--- src/rtl/accum_window_capture_if.sv ---
// Handshake and MAC-side bus of accum_window_capture.
// The slave modport is the capture block; the master modport is its environment.
interface accum_window_capture_if #(
    parameter int WIDTH = 8,
    parameter int CNTW  = 8
);
    logic               start;
    logic [CNTW-1:0]    len;
    logic               in_valid;
    logic               in_ready;
    logic [WIDTH-1:0]   a_in;
    logic [WIDTH-1:0]   b_in;
    logic [WIDTH-1:0]   mac_a;
    logic [WIDTH-1:0]   mac_b;
    logic               mac_rst;
    logic [2*WIDTH-1:0] mac_res;
    logic               out_valid;
    logic               out_ready;
    logic [WIDTH-1:0]   out_data;
    logic               out_sat;
    logic               busy;

    modport slave (
        input  start, len, in_valid, a_in, b_in, mac_res, out_ready,
        output in_ready, mac_a, mac_b, mac_rst, out_valid, out_data, out_sat, busy
    );

    modport master (
        output start, len, in_valid, a_in, b_in, mac_res, out_ready,
        input  in_ready, mac_a, mac_b, mac_rst, out_valid, out_data, out_sat, busy
    );
endinterface

--- src/rtl/accum_window_capture.sv ---
// Sequences one window of operand pairs through an external pipelined MAC and
// captures the scaled, saturated sum into a held output register.
//
// state | meaning
// IDLE  | waiting for start; window length loaded on start
// CLEAR | one cycle of mac_rst to discard stale accumulator contents
// RUN   | accepting operand pairs until the length counter hits zero
// DRAIN | two cycles for the MAC operand and product registers to settle
// DONE  | mac_res final; capture when the output slot is free
module accum_window_capture #(
    parameter int WIDTH = 8,
    parameter int CNTW  = 8,
    parameter int SHIFT = 4
) (
    input  logic                   clk,
    input  logic                   rst,
    accum_window_capture_if.slave  bus
);

    typedef enum logic [2:0] {
        IDLE  = 3'd0,
        CLEAR = 3'd1,
        RUN   = 3'd2,
        DRAIN = 3'd3,
        DONE  = 3'd4
    } state_t;

    state_t           state, state_nxt;
    logic [CNTW-1:0]  cnt, cnt_nxt;
    logic             drain, drain_nxt;
    logic             capture;
    logic             xfer;

    logic               out_valid_q;
    logic [WIDTH-1:0]   out_data_q;
    logic               out_sat_q;
    logic [2*WIDTH-1:0] shifted;
    logic               capt_sat;
    logic [WIDTH-1:0]   capt_data;

    assign xfer = bus.in_valid && (state == RUN);

    always_ff @(posedge clk or negedge rst) begin
        if (!rst) begin
            state <= IDLE;
            cnt   <= '0;
            drain <= 1'b0;
        end else begin
            state <= state_nxt;
            cnt   <= cnt_nxt;
            drain <= drain_nxt;
        end
    end

    always_comb begin
        state_nxt = state;
        cnt_nxt   = cnt;
        drain_nxt = drain;
        capture   = 1'b0;
        case (state)
            IDLE: begin
                if (bus.start) begin
                    cnt_nxt   = bus.len;
                    state_nxt = CLEAR;
                end
            end
            CLEAR: begin
                drain_nxt = 1'b1;
                state_nxt = (cnt != '0) ? RUN : DRAIN;
            end
            RUN: begin
                if (xfer) begin
                    cnt_nxt = cnt - CNTW'(1);
                    if (cnt == CNTW'(1)) begin
                        drain_nxt = 1'b1;
                        state_nxt = DRAIN;
                    end
                end
            end
            DRAIN: begin
                // drain is a one-bit down-counter: 1 on entry, terminal at 0
                if (drain == 1'b0) begin
                    state_nxt = DONE;
                end else begin
                    drain_nxt = 1'b0;
                end
            end
            DONE: begin
                if (!out_valid_q || bus.out_ready) begin
                    capture   = 1'b1;
                    state_nxt = IDLE;
                end
            end
            default: state_nxt = IDLE;
        endcase
    end

    assign bus.in_ready = (state == RUN);
    assign bus.mac_rst  = (state == CLEAR);
    assign bus.busy     = (state != IDLE);
    assign bus.mac_a    = xfer ? bus.a_in : '0;
    assign bus.mac_b    = xfer ? bus.b_in : '0;

    assign shifted   = bus.mac_res >> SHIFT;
    assign capt_sat  = |shifted[2*WIDTH-1:WIDTH];
    assign capt_data = capt_sat ? {WIDTH{1'b1}} : shifted[WIDTH-1:0];

    always_ff @(posedge clk or negedge rst) begin
        if (!rst) begin
            out_valid_q <= 1'b0;
            out_data_q  <= '0;
            out_sat_q   <= 1'b0;
        end else if (capture) begin
            out_valid_q <= 1'b1;
            out_data_q  <= capt_data;
            out_sat_q   <= capt_sat;
        end else if (out_valid_q && bus.out_ready) begin
            out_valid_q <= 1'b0;
        end
    end

    assign bus.out_valid = out_valid_q;
    assign bus.out_data  = out_data_q;
    assign bus.out_sat   = out_sat_q;

endmodule

--- src/flat_wrapper.sv ---
// flat-port wrapper written by rule: the top's interface ports become plain ports
module accum_window_capture_flat 
#(
    parameter int WIDTH = 8,
    parameter int CNTW  = 8,
    parameter int SHIFT = 4
)
  (clk, rst, bus_start, bus_len, bus_in_valid, bus_a_in, bus_b_in, bus_mac_res, bus_out_ready, bus_in_ready, bus_mac_a, bus_mac_b, bus_mac_rst, bus_out_valid, bus_out_data, bus_out_sat, bus_busy);
  accum_window_capture_if #(.WIDTH(WIDTH), .CNTW(CNTW)) bus_i ();
  input  logic clk;
  input  logic rst;
  input wire logic [$bits(bus_i.start)-1:0] bus_start;
  input wire logic [$bits(bus_i.len)-1:0] bus_len;
  input wire logic [$bits(bus_i.in_valid)-1:0] bus_in_valid;
  input wire logic [$bits(bus_i.a_in)-1:0] bus_a_in;
  input wire logic [$bits(bus_i.b_in)-1:0] bus_b_in;
  input wire logic [$bits(bus_i.mac_res)-1:0] bus_mac_res;
  input wire logic [$bits(bus_i.out_ready)-1:0] bus_out_ready;
  output wire logic [$bits(bus_i.in_ready)-1:0] bus_in_ready;
  output wire logic [$bits(bus_i.mac_a)-1:0] bus_mac_a;
  output wire logic [$bits(bus_i.mac_b)-1:0] bus_mac_b;
  output wire logic [$bits(bus_i.mac_rst)-1:0] bus_mac_rst;
  output wire logic [$bits(bus_i.out_valid)-1:0] bus_out_valid;
  output wire logic [$bits(bus_i.out_data)-1:0] bus_out_data;
  output wire logic [$bits(bus_i.out_sat)-1:0] bus_out_sat;
  output wire logic [$bits(bus_i.busy)-1:0] bus_busy;
  assign bus_i.start = bus_start;
  assign bus_i.len = bus_len;
  assign bus_i.in_valid = bus_in_valid;
  assign bus_i.a_in = bus_a_in;
  assign bus_i.b_in = bus_b_in;
  assign bus_i.mac_res = bus_mac_res;
  assign bus_i.out_ready = bus_out_ready;
  assign bus_in_ready = bus_i.in_ready;
  assign bus_mac_a = bus_i.mac_a;
  assign bus_mac_b = bus_i.mac_b;
  assign bus_mac_rst = bus_i.mac_rst;
  assign bus_out_valid = bus_i.out_valid;
  assign bus_out_data = bus_i.out_data;
  assign bus_out_sat = bus_i.out_sat;
  assign bus_busy = bus_i.busy;
  accum_window_capture #(.WIDTH(WIDTH), .CNTW(CNTW), .SHIFT(SHIFT)) u_core (.clk(clk), .rst(rst), .bus(bus_i));
endmodule
--- config.mk ---
export PLATFORM = sky130hd
export DESIGN_NAME = accum_window_capture_flat
export DESIGN_NICKNAME = d
export VERILOG_FILES = /design/src/rtl/accum_window_capture_if.sv /design/src/rtl/accum_window_capture.sv /design/src/flat_wrapper.sv
export SDC_FILE = /design/constraint.sdc
export NUM_CORES = 1
export LEC_CHECK = 0
export ABC_CLOCK_PERIOD_IN_PS = 4130
export CAP_MARGIN = 20
export CORE_MARGIN = 2
export CORE_UTILIZATION = 35
export DETAILED_ROUTE_END_ITERATION = 8
export PLACE_DENSITY = 0.74
export REMOVE_ABC_BUFFERS = 1
export SLEW_MARGIN = 40
export SYNTH_ARGS = -nofsm -noshare
export SYNTH_HDL_FRONTEND = slang
export SYNTH_SLANG_ARGS = --single-unit
--- constraint.sdc ---
create_clock -name clk -period 4.13 [get_ports clk]
set_input_delay 1.0325 -clock clk [delete_from_list [all_inputs] [get_ports clk]]
set_output_delay 1.0325 -clock clk [all_outputs]
set_load 0.02 [all_outputs]
==> results of run 1 <==
cell type report:
type / count / area share
Timing Repair Buffer: 70 / 0.353
Sequential cell: 22 / 0.281
Inverter: 5 / 0.0121
Multi-Input combinational cell: 95 / 0.313
Clock buffer: 3 / 0.0115
Tap cell: 46 / 0.0293
registers in the layout, summed over array words and instances (netlist names):
| register | flops |
|---|---|
| u_core.state | 3 |
| u_core.drain | 1 |
| u_core.bus.out_valid | 1 |
| u_core.cnt | 8 |
| u_core.bus.out_sat | 1 |
| u_core.bus.out_data | 8 |
cells in the mapped netlist (all sizes together), types with 2 or more instances:
master	number	share of area
nand2	5	0.021
o211ai	2	0.012
o22a	10	0.069
nor3	4	0.016
or3b	2	0.014
inv	5	0.019
nand4	2	0.0099
or3	2	0.0099
nand2b	3	0.015
nor4	2	0.0099
nor2	8	0.026
and3	17	0.084
clkbuf	2	0.0059
nor3b	2	0.012
nand3	4	0.016
buf	7	0.056
a31oi	3	0.015
o21ai	9	0.036
dfrtp	22	0.43
a21oi	8	0.032
ha	3	0.030
through the flow:
stage | util | worst slack, ns | std cells
floorplan | - | 1.66 | 122
global placement | 0.569 | 0.484 | 238
detailed placement | 0.568 | 0.457 | 238
CTS | 0.574 | 0.455 | 241
global route | 0.574 | 0.350 | 241
finish | 0.574 | 0.428 | 241
per-layer routing:
layer  up-vias  track usage  wire (um)  part of all wire
li1        615            -          -                 -
met1       583        0.221       1530              0.45
met2        32        0.281       1710              0.50
met3         2       0.0352        137             0.040
met4         0       0.0426         29            0.0085
met5         -            0          0                 0
report_power, final:
group	switching, mW	leakage (nW)	total, mW	internal (mW)
sequential	0.0900	0.234	0.386	0.296
combinational	0.351	0.566	0.658	0.307
clock	0.0592	0.0138	0.0931	0.0340
total	0.500	0.815	1.14	0.637
worst min-delay path by stage:
stage | end | start | depth (start not counted) | slack, ns
6_report | u_core.bus.out_sat$_DFFE_PN0P_ | u_core.bus.out_sat$_DFFE_PN0P_ | 1 | 0.52
5_1_grt | u_core.bus.out_data[4]$_DFFE_PN0P_ | u_core.bus.out_data[4]$_DFFE_PN0P_ | 1 | 0.54
4_1_cts | u_core.bus.out_sat$_DFFE_PN0P_ | u_core.bus.out_sat$_DFFE_PN0P_ | 1 | 0.52
3_5_place_dp | u_core.bus.out_data[6]$_DFFE_PN0P_ | u_core.bus.out_data[6]$_DFFE_PN0P_ | 1 | 0.50
3_3_place_gp | u_core.bus.out_sat$_DFFE_PN0P_ | u_core.bus.out_sat$_DFFE_PN0P_ | 1 | 0.47
2_1_floorplan | u_core.cnt[7]$_DFFE_PN0P_ | u_core.cnt[7]$_DFFE_PN0P_ | 1 | 0.48
cells by family (layout without fill, tap and decap cells):
kind of cell	after synthesis	after routing	synth area share
muxes	1	1	0.00790
adders and majority gates	3	3	0.0296
and+or+nand+nor	54	54	0.252
DFF	22	22	0.434
AOI/OAI and AO/OA	37	37	0.195
buffers and inverters	14	78	0.0809
==> metrics.txt, run 1 <==
fill cell instance count of the final layout=300; number of pins with negative max-slew slack in the final report=0; num ports=74; number of vias in the routed layout=about 1200; CTS root buffer=clkbuf_4; most frequent cells in the layout=clkdlybuf4s50_1 (68), dfrtp_1 (22), and3_1 (17); H-Tree Depth=1; area used by multi-input combinational logic=between 600 and 700 um^2; pin count of the biggest net entering global routing=32; Rows=21; critical path peak fanout=18; leakage dissipation=0.815 nW; Hold Path Class=register to register; wire length per cell=between 10 and 15 um; total power draw=about 1.1 mW; number of synthesized register bits=22; number of antenna violations at the first check in global routing=0; global placer's final weighted congestion=0.853; max-cap check violation count=0; number of cells upsized or downsized after cts=0; layout overhead on the synthesized area=54.8%; wirelength, routed=roughly 3.4 mm; core region area=approximately 0.0034 mm^2; FFs w/ async S/R, synth=1.00; CTS max path bufs=2; final critical delay including setup and external delays=between 3 and 4 ns; DRT antenna net count=0; Hold Violations, Final=0; worst r2r path cells=4; total of buffers placed on input and output ports=69; syn avg cell area=approximately 9.7 um^2; total number of yosys warnings=0; Max Clock Skew=0.00845 ns; Iteration-0 DRC Markers=80; Crit path largest cell delay=roughly 0.78 ns; Layout Cell Area excl Fill=0.00196 mm^2; final hold slack=around 0.52 ns; Achievable Freq=roughly 0.27 GHz; Post-Syn Area=between 0.001 and 0.0015 mm^2; number of remaining DRC errors=0; HPWL after detailed placement=2.63 mm; Final nets=approximately 250; DR vias/cell=slightly above 5; grt total ovfl=0; Least-Margin Pin Slew=between 0.4 and 0.5 ns; RSZ-0062 raised after global routing=false; DIE HEIGHT=roughly 64 um; setup TNS=0 ns; Crit. End Element=output port; GRT Util Overall=0.168; share of cells above drive strength 1=0.0513; placed cell areas=between 0.0015 and 0.002 mm^2; portion of the post-synthesis area used by sequential elements=0.434; n_diodes=0; Most common cell on crit path=clkdlybuf4s50_1; distinct cell type count of the synthesized netlist=36; Pwr per Cell Area=slightly below 600 mW/mm^2; TritonCTS sink count=22; Post-synth EDFFs=0; Pre-antenna DRT Iters=4; outcome=complete, no violations; Crit Reg-Reg Endpoint=u_core.bus.out_data[7]$_DFFE_PN0P_; wire length of the first global-routing pass=between 5 and 6 mm; buffer and inverter count on the worst path=2; CP Capture Point=bus_mac_a[6]; RR Startpoint=u_core.state[1]$_DFFE_PN0P_; Crit Path Class=primary input to output port; CTS tree=yes; area taken by flip-flops and latches=551 um^2; most instantiated flip-flop cell in the synthesis netlist=dfrtp_1; critical path launch point type=primary input; number of setup violations in the final report=0; share of the clock period used by the worst path=0.896; Post-CTS Setup Repair Bufs=0; Syn Inst Count=around 130; horizontal die dimension=64.2 um; endpoint arrival time on the critical path=between 2 and 3 ns; worst setup path start=bus_in_valid; vias in the first global route=1189; cell-by-cell trace of the critical path=clkdlybuf4s50_1, and3_1, clkdlybuf4s50_1; effective utilization at floorplan=0.371; setup slack of the worst register-to-register path=roughly 2.3 ns; largest vdd supply drop=0.283 mV; family of cells with the greatest summed delay on the critical path=buffers and inverters; Clk Latency, worst-skew pair=0.30 ns; cell type of the slowest stage on the worst timing path=clkdlybuf4s50_1; commonest non-fill, non-tap cell in the layout=clkdlybuf4s50_1; instance count on the critical path=3; number of clock buffers inserted by TritonCTS=3; clock-pin slew reported for the worst setup and hold paths after clock tree synthesis=around 0.10 ns; hold-fix buffer count after cts=0; Die Area=just over 0.004 mm^2; Slew headroom=0.670; WP data required=3.10 ns
(Power assumes the default switching activity.)
==> inputs of run 2 (changes only) <==
--- a/config.mk
+++ b/config.mk
@@ -11,8 +11,7 @@
 export CORE_UTILIZATION = 35
 export DETAILED_ROUTE_END_ITERATION = 8
 export PLACE_DENSITY = 0.74
-export REMOVE_ABC_BUFFERS = 1
-export SLEW_MARGIN = 40
+export SLEW_MARGIN = 20
 export SYNTH_ARGS = -nofsm -noshare
 export SYNTH_HDL_FRONTEND = slang
 export SYNTH_SLANG_ARGS = --single-unit
==> metrics.txt, run 2 (synthesized netlist as in run 1, its figures left out) <==
Least-Margin Pin Slew=0.495 ns (+0.00172 ns); endpoint arrival time on the critical path=2.64 ns (-0.03 ns); setup TNS=0 ns (unchanged); effective utilization at floorplan=0.371 (unchanged); Hold Violations, Final=0 (unchanged); TritonCTS sink count=22 (unchanged); wire length per cell=14.1 um (-0.38%); busiest grt layer=met2; number of setup violations in the final report=0 (unchanged); largest vdd supply drop=0.262 mV (-7.3%); commonest non-fill, non-tap cell in the layout=clkdlybuf4s50_1; wire length of the first global-routing pass=5.69 mm (+2.9%); Crit. End Element=output port; H-Tree Depth=1 (unchanged); hold-fix buffer count after cts=0 (unchanged); Pwr per Cell Area=578 mW/mm^2 (-0.34%); met3 demand-to-capacity share in global routing=0.0387 (+0.00352); Max Clock Skew=0.000788 ns (-0.00767 ns); core region area=0.00342 mm^2 (unchanged); Rows=21 (unchanged); n_diodes=0 (unchanged); global placer's final weighted congestion=0.789 (-7.6%); CTS max path bufs=2 (unchanged); DIE HEIGHT=64.2 um (unchanged); number of vias in the routed layout=1239 (+0.57%); DR vias/cell=5.14 (+0.57%); Crit Path Class=primary input to output port; DRT antenna net count=0 (unchanged); final critical delay including setup and external delays=3.67 ns (-0.0282 ns); number of remaining DRC errors=0 (unchanged); Die Area=0.00412 mm^2 (unchanged); Global Route met1 Usage=0.196 (-0.0251); Final nets=245 (unchanged); RSZ-0062 raised after global routing=false; Clk Latency, worst-skew pair=0.29 ns (about the same); number of standard cells in the final layout excluding fillers=241 (unchanged); critical path peak fanout=18 (unchanged); most frequent cells in the layout=clkdlybuf4s50_1 (68), dfrtp_1 (22), and3_1 (17); Hold Path Class=register to register; number of pins with negative max-slew slack in the final report=0 (unchanged); Post-CTS Setup Repair Bufs=0 (unchanged); vias in the first global route=1297 (+9.1%); core utilization of the finished layout=0.574 (unchanged); CTS tree=yes; num ports=74 (unchanged); total power draw=1.13 mW (-0.34%); WP data required=3.10 ns (about the same); cell count after placement=238 (unchanged); number of antenna violations at the first check in global routing=0 (unchanged); pin count of the biggest net entering global routing=32 (unchanged); Pre-antenna DRT Iters=4 (unchanged); met2 track demand over resource=0.315 (+0.0339); post-synthesis net count=about 180; GRT Util Overall=0.170 (+0.00166); outcome=complete, no violations; critical path launch point type=primary input; layout overhead on the synthesized area=54.8% (unchanged); total of buffers placed on input and output ports=69 (unchanged); leakage dissipation=0.815 nW (unchanged); number of clock buffers inserted by TritonCTS=3 (unchanged); number of cells upsized or downsized after cts=0 (unchanged); Achievable Freq=0.272 GHz (+0.77%); grt total ovfl=0 (unchanged); HPWL after detailed placement=2.70 mm (+2.6%); Slew headroom=0.667 (-0.00316); fill cell instance count of the final layout=322 (+7.3%); final hold slack=0.520 ns (-0.00110 ns); area used by multi-input combinational logic=614 um^2 (unchanged); CTS root buffer=clkbuf_4; clock-pin slew reported for the worst setup and hold paths after clock tree synthesis=0.11 ns (about the same); wirelength, routed=3.40 mm (-0.38%); max-cap check violation count=0 (unchanged); area taken by flip-flops and latches=551 um^2 (unchanged); share of the clock period used by the worst path=0.889 (-0.00684); horizontal die dimension=64.2 um (unchanged); share of cells above drive strength 1=0.0513 (unchanged); Iteration-0 DRC Markers=60 (-25%)
[run 2: final cells by class]
cell class                 instances  area share
tap                               46      0.0293
timing repair buffer              70       0.353
clock buffer                       3      0.0115
sequential                        22       0.281
inverter                           5      0.0121
multi-input combinational         95       0.313
[run 2: path summary, 6_finish.rpt]
kind	startpoint	to	slack (ns)	cells past startpoint
min	u_core.bus.out_data[6]$_DFFE_PN0P_	u_core.bus.out_data[6]$_DFFE_PN0P_	0.52	1
min reg2reg	u_core.bus.out_data[6]$_DFFE_PN0P_	u_core.bus.out_data[6]$_DFFE_PN0P_	0.52	1
max	bus_in_valid	bus_mac_b[2]	0.46	3
max in group asynchronous	rst	u_core.cnt[4]$_DFFE_PN0P_	3.12	1
min in group asynchronous	rst	u_core.bus.out_sat$_DFFE_PN0P_	0.68	1
max reg2reg	u_core.state[1]$_DFFE_PN0P_	u_core.bus.out_data[7]$_DFFE_PN0P_	2.30	4
[run 2: per-layer routing]
layer,part of all wire,vias up
met5,0,-
met4,0.0094,0
met3,0.026,4
met2,0.56,21
met1,0.41,598
li1,-,616
[run 2: report_power, final]
| group | total (mW) | leakage (nW) | switching (mW) | internal (mW) |
|---|---|---|---|---|
| registers | 0.382 | 0.234 | 0.0860 | 0.296 |
| clock network | 0.0919 | 0.0138 | 0.0580 | 0.0340 |
| logic | 0.659 | 0.566 | 0.352 | 0.307 |
[run 2: per-stage QoR]
step                instance area (um^2)  setup WS [ns]
detailed placement                  1940          0.468
global placement                    1940          0.531
CTS                                 1970          0.466
global route                        1960          0.389
floorplan                           1270           1.55
finish                              1960          0.456
[run 2: worst max-delay path: stages]
cell and delay [ns]:
clkdlybuf4s50_1 0.75, and3_1 0.24, clkdlybuf4s50_1 0.62
